--- src/rtl/gfx_cmd_pkg.sv ---
// Definitions shared by the command stream producer and command_processor:
// word width, word type and opcode field layout.
package gfx_cmd_pkg;

  localparam int CMD_W = 32;

  typedef logic [CMD_W-1:0] cmd_word_t;

  localparam int CMD_OP_MSB = 31;
  localparam int CMD_OP_LSB = 24;

  typedef enum logic [CMD_OP_MSB-CMD_OP_LSB:0] {
    OP_NOP     = 8'h00,
    OP_DRAW    = 8'h01,
    OP_SET_REG = 8'h02,
    OP_FENCE   = 8'h03
  } cmd_op_e;

endpackage

--- src/rtl/cmd_fifo.sv ---
// Single-clock FIFO with flush; full/empty come from an occupancy counter.
// Read data is the combinational head entry; pop must only be asserted when non-empty.
module cmd_fifo #(
  parameter int DEPTH = 16,
  parameter int W     = 32,
  localparam int AW   = $clog2(DEPTH),
  localparam int LW   = AW + 1
) (
  input  logic          clk,
  input  logic          rst,
  input  logic          push,
  input  logic [W-1:0]  wr_data,
  input  logic          pop,
  input  logic          flush,
  output logic [W-1:0]  rd_data,
  output logic [LW-1:0] level,
  output logic          full,
  output logic          empty
);

  logic [W-1:0]  mem_q [DEPTH];
  logic [AW-1:0] wr_ptr_q, wr_ptr_d;
  logic [AW-1:0] rd_ptr_q, rd_ptr_d;
  logic [LW-1:0] level_q, level_d;

  always_comb begin
    wr_ptr_d = wr_ptr_q;
    rd_ptr_d = rd_ptr_q;
    level_d  = level_q;
    if (flush) begin
      wr_ptr_d = '0;
      rd_ptr_d = '0;
      level_d  = '0;
    end else begin
      if (push) wr_ptr_d = wr_ptr_q + AW'(1);
      if (pop)  rd_ptr_d = rd_ptr_q + AW'(1);
      case ({push, pop})
        2'b10:   level_d = level_q + LW'(1);
        2'b01:   level_d = level_q - LW'(1);
        default: level_d = level_q;
      endcase
    end
  end

  always_ff @(posedge clk or posedge rst) begin
    if (rst) begin
      wr_ptr_q <= '0;
      rd_ptr_q <= '0;
      level_q  <= '0;
    end else begin
      wr_ptr_q <= wr_ptr_d;
      rd_ptr_q <= rd_ptr_d;
      level_q  <= level_d;
    end
  end

  // Storage needs no reset; occupancy decides what is meaningful.
  always_ff @(posedge clk) begin
    if (push && !flush) mem_q[wr_ptr_q] <= wr_data;
  end

  assign rd_data = mem_q[rd_ptr_q];
  assign level   = level_q;
  assign full    = (level_q == LW'(DEPTH));
  assign empty   = (level_q == '0);

endmodule

--- src/rtl/cmd_stream_tx.sv ---
// Command stream producer: host FIFO feeding a registered valid/ready output stage.
// One-cycle load latency from FIFO to cmd_valid; presented words hold until accepted.
module cmd_stream_tx
  import gfx_cmd_pkg::*;
#(
  parameter int DEPTH = 16,
  parameter int CMD_W = gfx_cmd_pkg::CMD_W,
  parameter int CNT_W = 16,
  localparam int LW   = $clog2(DEPTH) + 1
) (
  input  logic             clk,
  input  logic             rst,
  input  logic             host_wr_en,
  input  logic [CMD_W-1:0] host_wr_data,
  output logic             host_full,
  input  logic             flush,
  input  logic             pause,
  output logic             cmd_valid,
  output logic [CMD_W-1:0] cmd_data,
  input  logic             cmd_ready,
  output logic [LW-1:0]    fifo_level,
  output logic             overflow,
  output logic [CNT_W-1:0] issued_count,
  output logic             idle
);

  logic             fifo_push, fifo_pop, fifo_full, fifo_empty;
  logic [CMD_W-1:0] fifo_head;
  logic [LW-1:0]    fifo_lvl;

  logic             cmd_valid_q, cmd_valid_d;
  logic [CMD_W-1:0] cmd_data_q, cmd_data_d;
  logic             overflow_q, overflow_d;
  logic [CNT_W-1:0] issued_q, issued_d;
  logic             xfer, load;

  cmd_fifo #(
    .DEPTH (DEPTH),
    .W     (CMD_W)
  ) u_fifo (
    .clk     (clk),
    .rst     (rst),
    .push    (fifo_push),
    .wr_data (host_wr_data),
    .pop     (fifo_pop),
    .flush   (flush),
    .rd_data (fifo_head),
    .level   (fifo_lvl),
    .full    (fifo_full),
    .empty   (fifo_empty)
  );

  // Full is the registered value, so a pop in the same cycle does not make room.
  assign fifo_push = host_wr_en && !fifo_full && !flush;
  assign xfer      = cmd_valid_q && cmd_ready;
  // A flush discards the head too, so it never reaches the output register.
  assign load      = (!cmd_valid_q || cmd_ready) && !fifo_empty && !pause && !flush;
  assign fifo_pop  = load;

  always_comb begin
    cmd_valid_d = cmd_valid_q;
    cmd_data_d  = cmd_data_q;
    overflow_d  = overflow_q;
    issued_d    = issued_q;
    if (load) begin
      cmd_valid_d = 1'b1;
      cmd_data_d  = fifo_head;
    end else if (xfer) begin
      cmd_valid_d = 1'b0;
    end
    if (xfer) issued_d = issued_q + CNT_W'(1);
    if (flush)
      overflow_d = 1'b0;
    else if (host_wr_en && fifo_full)
      overflow_d = 1'b1;
  end

  always_ff @(posedge clk or posedge rst) begin
    if (rst) begin
      cmd_valid_q <= 1'b0;
      cmd_data_q  <= '0;
      overflow_q  <= 1'b0;
      issued_q    <= '0;
    end else begin
      cmd_valid_q <= cmd_valid_d;
      cmd_data_q  <= cmd_data_d;
      overflow_q  <= overflow_d;
      issued_q    <= issued_d;
    end
  end

  assign cmd_valid    = cmd_valid_q;
  assign cmd_data     = cmd_data_q;
  assign host_full    = fifo_full;
  assign fifo_level   = fifo_lvl;
  assign overflow     = overflow_q;
  assign issued_count = issued_q;
  assign idle         = fifo_empty && !cmd_valid_q;

endmodule
--- config.mk ---
export PLATFORM = sky130hd
export DESIGN_NAME = cmd_stream_tx
export DESIGN_NICKNAME = d
export VERILOG_FILES = /design/src/rtl/gfx_cmd_pkg.sv /design/src/rtl/cmd_fifo.sv /design/src/rtl/cmd_stream_tx.sv
export SDC_FILE = /design/constraint.sdc
export NUM_CORES = 1
export LEC_CHECK = 0
export ABC_AREA = 1
export BUFFER_PORTS_ARGS = -buffer_cell sky130_fd_sc_hd__buf_4
export CAP_MARGIN = 20
export CELL_PAD_IN_SITES_DETAIL_PLACEMENT = 0
export CELL_PAD_IN_SITES_GLOBAL_PLACEMENT = 1
export CORE_MARGIN = 2
export CORE_UTILIZATION = 47
export CTS_CLUSTER_DIAMETER = 120
export CTS_CLUSTER_SIZE = 10
export DETAILED_ROUTE_END_ITERATION = 10
export GPL_TIMING_DRIVEN = 0
export PLACE_DENSITY = 0.78
export SLEW_MARGIN = 20
export SYNTH_ARGS = -nofsm -noshare
export SYNTH_HDL_FRONTEND = slang
export SYNTH_SLANG_ARGS = --single-unit
export TNS_END_PERCENT = 1
--- constraint.sdc ---
create_clock -name clk -period 3.3 [get_ports clk]
set_clock_uncertainty 0.05 [all_clocks]
set_input_delay 0.33 -clock clk [delete_from_list [all_inputs] [get_ports clk]]
set_output_delay 0.33 -clock clk [all_outputs]
set_load 0.01 [all_outputs]
==> results of run 1 <==
[registers in the layout (all words and copies together), names as in the netlist]
register and flops:
u_fifo.mem_q 512, u_fifo.level 5, u_fifo.wr_ptr_q 4, cmd_valid 1
issued_count 16, cmd_data 32, overflow 1, u_fifo.rd_ptr_q 4
[synthesized netlist by cell type (all sizes together)]
cell type	instances
nand2	824
edfxtp	512
nand3	400
buf	101
dfrtp	63
nor2	35
inv	26
o21ai	15
clkbuf	12
ha	9
nor3	9
xor2	9
a21oi	6
xnor2	6
nand4	2
clkinv	1
fa	1
nand3b	1
[layout make-up]
cell class	instances	area, um^2
tap	664	830.8
clock buffer	118	1932
fill	4047	21330
timing repair buffer	138	1391
multi-input combinational	1317	5847
sequential	575	16950
buffer	113	738.2
clock inverter	2	23.77
inverter	27	108.9
[kinds of logic (layout without fill, tap and decap cells)]
family	count (synthesis)	in the layout	synth area share
simple gates	1271	1271	0.2278
fa+ha+maj	10	10	0.005638
xor+xnor	15	15	0.005585
buf+inv	140	398	0.03590
compound gates	21	21	0.004468
flops	575	575	0.7206
[through the flow]
stage | instances | setup slack [ns] | hold WS (ns) | total power (W) | cell area (um^2)
final | 2954 | 0.8088 | 0.02430 | 0.02026 | 27820
after global routing | 2954 | 0.6935 | 0.02461 | 0.02115 | 27820
after CTS | 2954 | 0.8260 | 0.002306 | 0.02035 | 27820
after detailed placement | 2809 | 0.7820 | 0.2722 | 0.01360 | 25620
after global placement | 2790 | -1.203 | 0.4142 | 0.01349 | 25060
after floorplan | 2032 | 0.5305 | 0.3464 | 0.01162 | 23520
[metal layers]
layer | vias to the layer above | share of wire | track usage
met3 | 131 | 0.082 | 0.03771
met1 | 7854 | 0.41 | 0.3444
met5 | - | 0 | 0
met2 | 779 | 0.48 | 0.4139
li1 | 7426 | - | -
met4 | 0 | 0.034 | 0.09910
[final timing paths]
kind / startpoint / end / slack, ns / depth (start not counted)
worst min-delay path: host_wr_data[19] / u_fifo.mem_q[10][19] / 0.02 / 1
max in group asynchronous: rst / cmd_data[5] / 2.40 / 4
min in group asynchronous: rst / cmd_data[17] / 0.21 / 3
worst max-delay path: flush / u_fifo.mem_q[3][11] / 0.81 / 7
worst min register to register: cmd_data[21] / cmd_data[21] / 0.43 / 2
worst max register to register: u_fifo.level[0] / u_fifo.mem_q[0][14] / 0.85 / 7
[power breakdown]
part | switching [W] | total [W] | leakage [nW] | internal (W)
Combinational | 0.00332 | 0.00502 | 4.38 | 0.00170
Clock | 0.00280 | 0.00675 | 0.926 | 0.00395
Sequential | 0.000220 | 0.00849 | 5.43 | 0.00827
[what timing repair did]
item                                   4_1_cts  5_1_grt
setup buffers                                0        0
endpoints found under the hold margin      309        0
hold buffers                                25        0
resized for setup                            0        0
==> summary.md, run 1 <==
The commonest non-fill, non-tap cell in the layout is nand2_1. The count of buffer and inverter cells on the critical path came out at 5. Number of max-slew violations in the final report: 0.

Summing over every cut layer, the via total after detailed routing is 16190. The critical path is of the input port to flip-flop type. The total grt overflow is 0, and the total of endpoints with negative setup slack in the final report is 0. The logs give 2287 for the total number of nets in the final design and 67 for the number of clock buffers inserted by TritonCTS. Share of final-layout standard cells stronger than drive strength 1: 0.1393.

Maximum cell stage delay along the critical path: 0.69 ns. The endpoint class of the critical path was a flip-flop. The worst setup path is launched from an input port.

The flop and latch count out of synthesis is 575, and the maximum clock frequency is 0.4014 GHz. The reported max-cap violation count was 0. Walking the worst path, the cells encountered are dlygate4sd3_1, buf_4, inv_1, buf_2, nand3_1, nor2_4, buf_12. Maximum fanout along the worst path: 17. Pin placement for this block handled 95 I/O pins. The ratio of routed vias to standard cells was 5.481.

In this run the core area contains 81 standard-cell rows. The share of the synthesized area in the top cell type works out to 0.6536. The family with the most delay on the worst path was buffers and inverters. IR analysis of the VDD net gives a maximum drop of 0.3876 mV. Entering global routing, the biggest net connects 47 pins. For this design the static power due to leakage is 10.74 nW. The slew at the pin closest to its max-slew limit was 0.9371 ns. The slowest stage of the critical path is the nor2_4 cell. The tools report the number of unique standard cell types used by synthesis as 31. TritonCTS built the clock tree. The synthesized design spends more area on one cell type than any other, namely edfxtp_1. The count of synthesis-stage warnings from yosys was 0; the initial antenna violation count was 0. Setup repair after global routing left no endpoint under its margin.

The clock reaches the later pin of the worst-skew pair after 0.58 ns. The data required time of the worst path came out at 3.53 ns. The flow ran to the end, and the final reports show no timing, DRC or antenna violations. The register clock-pin slew on the reported worst setup and hold paths was 0.06 ns; the average wire per standard cell was 22.32 um. The post-synthesis sequential area ratio came out at 0.7206. The tools report the clock sink count as 575.

The half-perimeter wire length of the detailed placement result is 42140 um, and the layout overhead on the synthesized area is 18.28%. The die footprint came out at 0.05185 mm^2. Count of unresolved DRC violations after routing: 0.

Summed over all failing endpoints, the final setup total negative slack is 0 ns. The x dimension of the die works out to 227.7 um. Power spread over the standard cell area amounts to 728.1 mW/mm^2. The congestion estimate from routability-driven global placement came to 0.7959. Synthesis produced a netlist with a net count of 2080. The detail route stage leaves a number of antenna-violating nets equal to 0.

Data on the critical path arrives at its endpoint at 2.72 ns. In the post-synthesis netlist, the biggest area contributors are edfxtp_1, nand2_1, nand3_1, dfrtp_1, buf_2. For the total number of H-tree levels, the log shows 3.

Counting along the longest clock path gives a buffer depth of 3. The logs give 0.04915 mm^2 for the placeable core region and 0.5660 for the share of the core filled with cells. The synthesized area divided by synthesized cell count works out to 11.58 um^2.

Before antenna repair, the detailed router went through 6 iterations. The cell sitting at the root of the clock tree is a clkbuf_16. The initial cell density of the core came out at 0.4786. For this block, the initial DRC count from the detailed router was 1845.

The height of the die was 227.7 um. The tools report the routed wire length as 65940 um. The fraction of the cycle the final worst path needs was 0.7549.

Leaving out fill and tap cells, the most frequent cells in the layout are nand2_1, edfxtp_1, nand3_1. The run gives 0.2535 as the overall global routing resource usage. The number of antenna diodes in the final layout is 0. For the worst slew margin relative to its limit, the log shows 0.3753. The tightest min-delay check is of the input port to flip-flop type. The first global-routing pass estimated 97370 um of wire. The routed design could run at a clock period as short as 2.491 ns. The synthesized netlist occupies a cell area of 0.02352 mm^2. The via count of the first global-routing pass came out at 15475.

The gate count after technology mapping is 2032. The number of failing hold endpoints at the final stage was 0. The number of buffers inserted by port buffering is 94.
Power figures use the tool's default switching activity.
==> inputs of run 2 (changes only) <==
- CORE_UTILIZATION: 47 -> 45
- clock period: 3.3 -> 2.1 ns (I/O delays scaled with it)
==> run 2 against run 1 <==
Highest routed layer unchanged. The flow now finishes with violations (hold timing, setup timing). Die area rose by 4.4%. Sequential share of layout area shrank 0.75 points. First-iteration DRC count is 11% lower. Total power is 58% higher.
==> summary.md, run 2 (synthesis gave the netlist of run 1 again) <==
After legalization and detailed placement, the total HPWL measured 42210 um. The shortest period the worst path allows was 2.277 ns. TritonCTS built the clock tree. In this run, CTS created clock tree buffers numbering 67. The run gives -0.1770 ns as the setup slack of the critical path after layout. Detailed routing inserted a total of 16367 vias. The die is 232.6 um tall.

The maximum cell stage delay along the critical path was 0.59 ns; the flip-flop count of the largest register, all copies and words added was 512. During placement, the flow inserted port buffers numbering 94. The clock passes through at most 3 buffers.

Worst setup path category: flip-flop to flip-flop. Setup repair after global routing could not meet its margin everywhere. Data on the critical path arrives at its endpoint at 2.51 ns. The layout has 4315 filler cells.

Fraction of the cycle the final worst path needs: 1.084. Entering global routing, the biggest net connects 43 pins. After global routing the overflow that remains totals 0.

The slew at the pin closest to its max-slew limit works out to 0.9926 ns. The worst setup path is captured at a flip-flop. The logs give 2.34 ns for the data required time of the worst path and 0.4567 for the initial cell density of the core. Relative to the synthesized area, the layout overhead comes to 19.79%. The routed wire length was 66570 um; the overall global routing resource usage was 0.2482. The tools report the via count of the first global-routing pass as 15818.

The floorplan step defined a die boundary enclosing 0.05412 mm^2. The floorplan step defined a core boundary enclosing 0.05151 mm^2. X dimension of the die: 232.6 um.

The top cell types in the final layout, fill and taps aside, are nand2_1, edfxtp_1, nand3_1. The I/O pin count came out at 95. The worst setup path is launched from a flip-flop. Once detail routing completed, the nets flagged for antenna violations numbered 0. The number of failing hold endpoints at the final stage was 1; the total number of H-tree levels was 3. The number of antenna diodes in the final layout is 0.

Number of max-slew violations in the final report: 0. The logs give 0.02818 mm^2 for the cell area after layout and 97630 um for the global-route wire length before repair. The count of buffer and inverter cells on the critical path came out at 2.

The tools report the master cell of the clock root buffer as clkbuf_16. In the final timing run, aggregate negative setup slack is -25.77 ns. The run finished, with violations left. For the total of endpoints with negative setup slack in the final report, the log shows 218.

The completed layout was analyzed and its total power is 0.03192 W. The number of iterations in the first detailed-routing pass was 5. Total number of nets in the final design: 2315. The worst supply voltage drop on vdd came out at 0.5553 mV. For this run, design rule violations remaining after detail routing come to 0.

The worst slew margin relative to its limit is 0.3383, and the static power due to leakage is 10.89 nW. The power density over cell area came out at 1133 mW/mm^2. The share of final-layout standard cells stronger than drive strength 1 was 0.1524; the average wire per standard cell was 22.22 um. The final reports fail on hold timing, setup timing. The kind of cell with the highest combined delay along the critical path is simple AND/OR/NAND/NOR gates. At the later pin of the worst-skew pair, clock insertion delay measures 0.59 ns.

The reported max-cap violation count is 0. Clock tree synthesis found a total of 575 sinks. The tools report the placement-stage cell area as 0.02564 mm^2. The tools report the floorplan row count as 83. Static timing analysis puts the maximum clock frequency at 0.4392 GHz. The register clock-pin slew on the reported worst setup and hold paths is 0.06 ns. Leaving out fill and tap cells, the most frequent cell in the layout is nand2_1. Register containing the most flip-flops in the final layout: u_fifo.mem_q. Maximum fanout along the worst path: 17.

The worst hold slack is -0.01066 ns, and the ratio of routed vias to standard cells is 5.463. The final weighted congestion in routability-driven placement was 0.8033. In this run the worst hold path is classified as input port to flip-flop. The critical path goes through nor2_4, nand3_1, nand2_2, inv_2, nand2_2, nor2_4, buf_12. For the initial antenna violation count, the log shows 0. The slowest stage of the critical path is the nor2_4 cell. In this run, the number of DRC markers left after iteration 0 of detailed routing was 1640.
[run 2: power by group]
part           internal, W  switching [W]  total, W
sequential          0.0130       0.000366    0.0134
combinational      0.00284        0.00532   0.00816
clock              0.00605        0.00435    0.0104
[run 2: metrics by stage]
step | setup WS, ns | hold slack [ns] | cells | util
6_report | -0.1770 | -0.01066 | 2996 | 0.5470
3_3_place_gp | -1.285 | 0.3672 | 2806 | 0.4877
4_1_cts | -0.3065 | 0.004340 | 2983 | 0.5431
2_1_floorplan | -0.1881 | 0.2264 | 2032 | -
5_1_grt | -0.2609 | 0.04716 | 2996 | 0.5470
3_5_place_dp | -0.3405 | 0.1723 | 2825 | 0.4978
[run 2: area by class of cell]
cell class | count | area, um^2 | area share
timing repair buffer | 166 | 1685 | 0.05981
multi-input combinational | 1317 | 5913 | 0.2099
inverter | 27 | 110.1 | 0.003908
sequential | 575 | 16960 | 0.6018
clock inverter | 3 | 32.53 | 0.001155
clock buffer | 115 | 1878 | 0.06665
tap | 680 | 850.8 | 0.03020
buffer | 113 | 750.7 | 0.02664
[run 2: worst paths after layout]
kind / start / endpoint / slack, ns / cells after the start
worst max register to register: u_fifo.level[0] / u_fifo.mem_q[15][11] / -0.18 / 7
max in group asynchronous: rst / u_fifo.level[2] / 1.29 / 4
min in group asynchronous: rst / cmd_data[29] / 0.11 / 3
worst min-delay path: pause / u_fifo.rd_ptr_q[3] / -0.01 / 5
worst max-delay path: u_fifo.level[0] / u_fifo.mem_q[15][11] / -0.18 / 7
worst min register to register: cmd_data[23] / cmd_data[23] / 0.43 / 2
[run 2: worst min-delay path, stage by stage]
cell and delay (ns):
buf_4 0.09, nor2_4 0.04, nand2_4 0.09, nor3_1 0.05, nor2_1 0.09
[run 2: timing repair]
| item | CTS | global route |
|---|---|---|
| pin swaps | 1 | 11 |
| hold endpoints to repair | 587 | 0 |
| endpoints found under the setup margin | 493 | 458 |
| buffers inserted | 1 | 13 |
| hold buffers | 39 | 0 |
| gates resized for setup | 8 | 25 |
[run 2: per-layer routing]
metal,global-route usage,up-vias,part of all wire
met5,0,-,0
met1,0.3274,8067,0.41
met2,0.4145,692,0.48
li1,-,7476,-
met4,0.08678,0,0.027
met3,0.04424,132,0.082
==> inputs of run 3 (changes only) <==
- SETUP_SLACK_MARGIN: unset -> 0.02
==> run 3 against run 2 <==
The run still ends with hold timing, setup timing left. Global-route usage did not move. Register-to-register slack improved by 0.03 ns. Hold slack about the same. Cell count is 0.13% higher. Die area unchanged. Highest routed layer unchanged.
==> summary.md, run 3 (synthesis gave the netlist of run 1 again) <==
The setup check on the worst reg-to-reg path leaves a slack of -0.15 ns. In the routed design, unresolved DRC markers number 0. Launching element type of the critical path: a flip-flop. Static power due to leakage: 10.92 nW.

The power density over cell area is 1133 mW/mm^2. The first global-routing pass estimated 97630 um of wire. The die is 232.6 um wide. The logs give 0 for the initial antenna violation count and 0.60 ns for the clock latency on the worst-skew pair. In this run, placement finished with an instance count of 2825.

Across the run, the number of max-cap violations was 0. Sequential share of power: 0.418. At the worst endpoint, the required time is 2.33 ns. The routed wire length is 66540 um, and the portion of total power attributed to the clock network is 0.325.

The cell depth of the worst min-delay path works out to 5. The share of final-layout standard cells stronger than drive strength 1 is 0.1547, and the clock tree buffer depth is 3. Clock tree synthesis selected as its root buffer the cell clkbuf_16.

Based on the critical path, the design can be clocked at up to 0.4441 GHz. For the worst slew margin relative to its limit, the log shows 0.3379. The area growth from synthesis to layout is 19.95%. The tools report the startpoint of the tightest hold check path as pause.

OpenSTA, run right after detailed placement, puts the worst setup slack at -0.3405 ns. The tools report the final cell count without fillers as 3000. The switching power of the nets was 0.01004 W. The number of cells on the worst reg-to-reg path is 7. For the number of max-slew violations in the final report, the log shows 0. The tools report the overall global routing resource usage as 0.2482. Final setup TNS: -22.17 ns.

Path class of the lowest-slack min-delay path: input port to flip-flop. After detailed routing, the number of vias per cell comes to 5.468. The worst supply voltage drop on vdd is 0.5559 mV, and the slew at the pin closest to its max-slew limit is 0.9931 ns.

Once detail routing completed, the nets flagged for antenna violations numbered 0. In this run, CTS created clock tree buffers numbering 67. Setup slack of the critical path after layout: -0.1518 ns. TritonCTS built the clock tree. After filler insertion, the fill cell instance count of the layout stands at 4320. The I/O pin count is 95. In this run the critical register-to-register path is launched from u_fifo.level[0]. The checks that failed: hold timing, setup timing. The endpoint class of the critical path is a flip-flop. Detailed routing inserted a total of 16404 vias. Height of the die: 232.6 um. The final weighted congestion in routability-driven placement is 0.8033, and the fraction of the cycle the final worst path needs is 1.072. The shortest period the worst path allows works out to 2.252 ns. The via count of the first global-routing pass was 15818; the proportion of total power due to net switching was 0.3141. The share of power burned in combinational logic is 0.257, and the register clock-pin slew on the reported worst setup and hold paths is 0.06 ns. Row generation in the floorplan step produced 83 rows. At the worst endpoint, the arrival time is 2.48 ns. The flow ran to the end, but the final reports show violations. The number of buffers inserted by port buffering was 94; the pin count of the biggest net entering global routing was 43. In the layout the commonest cells are nand2_1, edfxtp_1, nand3_1. The floorplan step defined a die boundary enclosing 0.05412 mm^2.

Destination of the worst register-to-register timing path: u_fifo.mem_q[15][11]. The logs give 0.4567 for the initial cell density of the core and 1 for the number of failing hold endpoints at the final stage. For the number of iterations in the first detailed-routing pass, the log shows 7.

The commonest non-fill, non-tap cell in the layout was nand2_1. The final layout contains 2319 nets. The run gives -0.01035 ns as the worst hold slack. The internal portion of the total power is 0.02192 W. The average wire per standard cell was 22.18 um.

The final antenna diode count came out at 0. The number of DRC markers after the initial detailed-route iteration was 1549; the total grt overflow was 0. The flip-flop count of the largest register, all copies and words added is 512, and the placeable core region is 0.05151 mm^2.

More flip-flops sit in one register than any other, and that register is u_fifo.mem_q. Total of endpoints with negative setup slack in the final report: 218. The H-tree generated during clock tree synthesis spans 3 levels. Setup repair after global routing could not meet its margin everywhere. Of all nets on the critical path, the largest fanout is 17. The HPWL after detailed placement is 42210 um.

The critical path is of the flip-flop to flip-flop type. The worst hold endpoint is u_fifo.rd_ptr_q[3]. The clock drives 575 sinks.
==> run 3: cell types whose count changed in the layout (fill, tap and decap cells not counted), sizes merged <==
| cell | delta |
|---|---|
| buf | +4 |
==> run 3: layer usage <==
metal	up-vias	track usage	wire, um
met5	-	0	0
met4	0	0.08678	1839
met3	131	0.04424	5597
met2	732	0.4145	32240
met1	8056	0.3274	26870
li1	7485	-	-
==> run 3: area by class of cell <==
cell class | count | area, um^2 | share of cell area
clock inverters | 3 | 32.53 | 0.001153
repair buffers | 170 | 1715 | 0.06080
inverters | 27 | 110.1 | 0.003902
flip-flops and latches | 575 | 16960 | 0.6010
clock buffers | 115 | 1878 | 0.06656
multi-input cells | 1317 | 5917 | 0.2097
plain buffers | 113 | 754.5 | 0.02674
well taps | 680 | 850.8 | 0.03016
==> run 3: worst max-delay path by stage <==
stage	startpoint	endpoint	slack [ns]	cells after the start
detailed placement	u_fifo.level[0]	u_fifo.mem_q[1][12]	-0.34	7
global route	u_fifo.level[0]	u_fifo.mem_q[0][17]	-0.22	7
global placement	u_fifo.level[0]	u_fifo.mem_q[2][10]	-1.29	6
finish	u_fifo.level[0]	u_fifo.mem_q[15][11]	-0.15	7
CTS	cmd_valid	u_fifo.level[4]	-0.31	14
floorplan	u_fifo.level[0]	u_fifo.mem_q[0][0]	-0.19	6
==> run 3: timing repair <==
| action | in CTS | in global routing |
|---|---|---|
| hold endpoints to repair | 587 | 0 |
| pin swaps | 1 | 11 |
| setup endpoints to repair | 518 | 473 |
| hold buffers | 39 | 0 |
| cloned | 0 | 0 |
| buffers inserted | 1 | 17 |
| resized for setup | 8 | 31 |
==> run 3: critical path, stage by stage, from the launching register on <==
cell and delay [ns]:
dfrtp_2 0.42, nor2_4 0.06, nand3_1 0.11, nand2_2 0.10, inv_2 0.15, nand2_2 0.19, nor2_4 0.58, buf_12 0.27
==> run 3: power by group through the flow <==
stage               combinational, W  sequential [W]  clock (W)
floorplan                    0.00458          0.0137          0
global placement             0.00764          0.0136          0
detailed placement           0.00782          0.0136          0
CTS                          0.00794          0.0133     0.0105
global route                 0.00902          0.0134     0.0110
finish                       0.00822          0.0134     0.0104
==> run 3: metrics by stage <==
step	utilization	total power (W)	area, um^2
6_report	0.5478	0.03196	28210
5_1_grt	0.5478	0.03342	28210
4_1_cts	0.5431	0.03182	27980
3_5_place_dp	0.4978	0.02139	25640
3_3_place_gp	0.4877	0.02120	25120
2_1_floorplan	-	0.01827	23560
